`src/rtl/count_chk_sat_ctr.sv`:
```
// Saturating up-counter: holds at all-ones, synchronous clear wins over increment.
// Latency: value reflects inc/clr one edge later.
// Backpressure: none; inc is a single-cycle strobe.
module count_chk_sat_ctr #(
  parameter int WIDTH = 8
) (
  input  logic             clock,
  input  logic             reset,
  input  logic             inc,
  input  logic             clr,
  output logic [WIDTH-1:0] value
);

  always_ff @(posedge clock or negedge reset) begin
    if (!reset) begin
      value <= '0;
    end else if (clr) begin
      value <= '0;
    end else if (inc && !(&value)) begin
      value <= value + 1'b1;
    end
  end

endmodule

```
`config.mk`:
```
export PLATFORM = sky130hd
export DESIGN_NAME = count_chk_sat_ctr
export DESIGN_NICKNAME = d
export VERILOG_FILES = /design/src/rtl/count_chk_sat_ctr.sv
export SDC_FILE = /design/constraint.sdc
export NUM_CORES = 1
export LEC_CHECK = 0
export ABC_AREA = 1
export BUFFER_PORTS_ARGS = -buffer_cell sky130_fd_sc_hd__buf_2
export CORE_MARGIN = 2
export CORE_UTILIZATION = 35
export CTS_CLUSTER_SIZE = 8
export DETAILED_ROUTE_END_ITERATION = 16
export HOLD_SLACK_MARGIN = 0.15
export SLEW_MARGIN = 30
export SYNTH_ARGS = -nofsm -noshare
export SYNTH_HDL_FRONTEND = slang
export SYNTH_SLANG_ARGS = --single-unit
export TNS_END_PERCENT = 5
```
`constraint.sdc`:
```
create_clock -name clock -period 3.2 [get_ports clock]
set_clock_uncertainty 0.15 [all_clocks]
set_input_delay 0.32 -clock clock [delete_from_list [all_inputs] [get_ports clock]]
set_output_delay 0.32 -clock clock [all_outputs]
set_load 0.1 [all_outputs]
```
==> results <==
- The via count of the first global-routing pass was between 400 and 500.
- Entering global routing, the biggest net connects 9 pins.
- The number of nets produced by synthesis is between 70 and 80.
- The pin slew with the least headroom to its limit is slightly below 500 ps.
- The static leakage is roughly 0.35 nW.
- The largest registers in the layout are value (8).
- The CTS clock-pin slew for the worst setup and hold paths is 50 ps.
- Among cell families on the critical path, the largest total delay comes from buffers and inverters.
- The hold-critical path depth is 4.
- Summing the areas of all and, or, nand and nor instances in the mapped netlist gives 40.0% of the synthesized area.
- From synthesis to final layout, the design area changed by 21.5%.
- The number of search-and-repair iterations in the first detailed-routing pass is 4.
- The logic depth of the worst register-to-register path is 7.
- The flow ran to the end, and the final reports show no timing, DRC or antenna violations.
- The register with the most flip-flops in the layout has 8 of them.
- The overall fraction of global-route tracks in use is between 10% and 20%.
- At the worst endpoint, the required time is ~2700 ps.
- Setup repair after global routing left no endpoint under its margin.
- The register area is about 200 um^2.
- The multi-input logic area is 251 um^2.
- The standard cell with the maximum stage delay on the critical path is sky130_fd_sc_hd__buf_2.
- Setup slack on the worst reg-to-reg path comes out at about 1600 ps.
- Across the run, the number of max-cap violations was 0.
- The setup slack at placement is approximately 1600 ps.
- The signal on the critical path passes through buf_2.
- The floorplan has 13 rows.
- For the final routed database, the setup TNS stands at 0 ps.
- The maximum clock path buffer count is 2.
- Counting every sink on the clock net gives 8.
- After layout, the worst setup slack is around 1600 ps.
- Once layout is complete, the cells apart from fillers number about 100.
- The overall die area is between 1500 and 2000 um^2.
- The detailed-route vias per instance is around 4.8.
- The critical-path maximum fanout is 6.
- For this configuration, the core starts out at a cell density of 37.5%.
- Timing would allow up to roughly 600 MHz.
- The type of the worst setup path is flop to output pin.
- Final hold analysis gives a worst-case slack of 249 ps.
- The min-delay analysis places its worst path in the category input port to flop.
- The total buffers and inverters traversed by the critical path is 1.
- In this run, placement finished with an instance count of ~100.
- The number of resized instances in the post-cts repair step is 0.
- The critical register-to-register path startpoint is value[0]$_DFFE_PN0P_.
- The worst register-to-register path ends at value[7]$_DFFE_PN0P_.
- The library cell with the largest summed area after synthesis is sky130_fd_sc_hd__dfrtp_1.
- The number of antenna-violating nets in the routed design is 0.
- The post-route total power is approximately 230 uW.
- The synthesis warning total is 0.
- In the synthesized netlist, mux cells make up 0% of the area.
- Synthesis produced 73 cells.
- The half-perimeter wire length after detailed placement is around 830 um.
- Power spread over the standard cell area amounts to ~390 nW/um^2.
- At the later pin of the worst-skew pair, clock insertion delay measures around 250 ps.
- The number of fill cells is 139.
- At the end of routability-driven placement, the weighted congestion stood at 0.787.
- The register with the most flip-flops is value.
- The endpoint class of the critical path is an output pin.
- The aggregate global routing overflow is 0.
- CTS built an H-tree with a depth of 1.
- The repair_antennas step left the layout with diodes totalling 0.
- The number of antenna violations at the first check in global routing came to 0.
- After Yosys synthesis, full adders, half adders and majority gates account for roughly 2.5% of the synthesized area.
- In this design, the stage delay of the slowest critical-path cell is roughly 460 ps.
- STA puts the critical path data arrival time at between 1000 and 1500 ps.
- The shortest clock period the worst path allows after layout is about 1600 ps.
- Counting flops and latches in the post-synthesis netlist gives 8.
- The synthesized netlist devotes 6.58% of its cell area to compound gates.
- The final number of max-transition violations came to 0.
- Detailed routing inserted a total of ~500 vias.
- The total clock buffers created by CTS is 3.
- By area, the combinational part of the netlist is dominated by simple AND/OR/NAND/NOR gates.
- Cells with a size suffix above 1 make up 21.6% of the layout.
- 12 I/O pins were placed.
- The worst hold path terminates at value[7]$_DFFE_PN0P_.
- Setup violations remaining at the end of the flow were counted as 0.
- The peak ir drop on the vdd network is 0.238 mV.
- Measured along the y axis, the die boundary spans 41.6 um.
- Once placement finished, the instance area stood at approximately 570 um^2.
- The hold violation count in the final report was 0.
- The core box area is roughly 1300 um^2.
- The post-layout net count is 95.
- The utilization after layout is approximately 46%.
- The share of Yosys cell area claimed by the top area cell type is around two fifths.
- Buffers placed on the I/O ports in this run total 11.
- The width of the die is roughly 42 um.
- The worst max-slew margin expressed relative to the limit is ~68%.
- Dividing the final minimum period by the clock period gives between 50% and 60%.
- TritonCTS built the clock tree.
- The number of DRC markers in iteration 0 is 11.
- In the final routed layout, each cell accounts on average for 10.1 um.
- The number of different library cells used by synthesis comes to 15.
- The total standard cell area after synthesis is a little under 500 um^2.
- The number of remaining DRC errors is 0.
- A synthesized cell averages approximately 6.8 um^2.
- The post-synthesis share of cell area spent on xor and xnor gates is roughly 1.8%.
- The cell area after layout is approximately 600 um^2.
- The sequential area share after synthesis is between 40% and 50%.
- By area the synthesized netlist is led by sky130_fd_sc_hd__dfrtp_1 (41%), sky130_fd_sc_hd__nand2_1 (21%), sky130_fd_sc_hd__inv_1 (7.6%).
- Clock tree synthesis selected as its root buffer the cell sky130_fd_sc_hd__clkbuf_4.
- The routed design has 1.04 mm of wire.
- The source of the worst hold timing path is clr.
- STA classifies the critical path startpoint as a flop.
- The first global-routing pass estimated between 1.5 and 2 mm of wire.
synth_stat cells:
cell type	n
sky130_fd_sc_hd__nand2_2	1
sky130_fd_sc_hd__nand2_4	1
sky130_fd_sc_hd__xor2_1	1
sky130_fd_sc_hd__ha_1	1
sky130_fd_sc_hd__o21ai_0	1
sky130_fd_sc_hd__o21bai_1	1
sky130_fd_sc_hd__nand2_1	28
sky130_fd_sc_hd__clkinv_2	1
sky130_fd_sc_hd__nor2_1	6
sky130_fd_sc_hd__nand3_1	7
sky130_fd_sc_hd__a21oi_1	4
sky130_fd_sc_hd__dfrtp_1	8
sky130_fd_sc_hd__nor3_1	1
sky130_fd_sc_hd__nor2_2	2
sky130_fd_sc_hd__inv_1	10
cell type report:
cell class / instances / share of cell area [%]
clock buffer: 3 / 3.75
inverter: 11 / 7.08
multi-input combinational: 54 / 41.9
sequential: 8 / 33.3
tap: 15 / 3.13
timing repair buffer: 12 / 10.8
timing repair:
action,in CTS,in global routing
endpoints found under the hold margin,8,0
hold buffers,1,0
setup buffers,0,0
tightest hold or removal path: stages:
cell	delay, ps
sky130_fd_sc_hd__buf_2	150
sky130_fd_sc_hd__a21oi_1	50
sky130_fd_sc_hd__nand2_1	60
sky130_fd_sc_hd__inv_1	30
per-layer routing:
metal	up-vias	part of all wire [%]	track usage (%)
met5	-	0	0
met2	13	44	19.7
met1	229	49	17.3
met4	0	0.77	7.74
met3	2	6.3	3.91
li1	254	-	-
cell usage in the layout (no fill, tap or decap), drive strengths merged:
cell type,count
nor2,8
nand3,7
xor2,1
nand2,30
inv,10
dlygate4sd3,1
o21bai,1
o21ai,1
a21oi,4
ha,1
clkinv,1
dfrtp,8
buf,11
nor3,1
clkbuf,3
worst max-delay path by stage:
stage	to	slack (ps)	depth (start not counted)	startpoint
2_1_floorplan	value[5]$_DFFE_PN0P_	1090	9	value[1]$_DFFE_PN0P_
3_3_place_gp	value[7]$_DFFE_PN0P_	1550	7	value[0]$_DFFE_PN0P_
3_5_place_dp	value[7]$_DFFE_PN0P_	1580	7	value[0]$_DFFE_PN0P_
4_1_cts	value[5]	1560	1	value[5]$_DFFE_PN0P_
5_1_grt	value[7]$_DFFE_PN0P_	1470	7	value[0]$_DFFE_PN0P_
6_report	value[5]	1570	1	value[5]$_DFFE_PN0P_
power breakdown:
| part | leakage (nW) | internal [mW] | switching, mW | total [mW] |
|---|---|---|---|---|
| registers | 0.110 | 0.104 | 0.00355 | 0.108 |
| logic | 0.223 | 0.00918 | 0.0374 | 0.0466 |
| clock network | 0.0138 | 0.0430 | 0.0352 | 0.0782 |
| total | 0.346 | 0.157 | 0.0762 | 0.233 |
logic make-up after synthesis:
| logic type | after synthesis |
|---|---|
| DFF | 8 |
| adders and majority gates | 1 |
| and+or+nand+nor | 46 |
| buffers and inverters | 11 |
| xor gates and xnor gates | 1 |
| AOI/OAI and AO/OA | 6 |
Note: power is estimated with default switching activity, not from simulation.
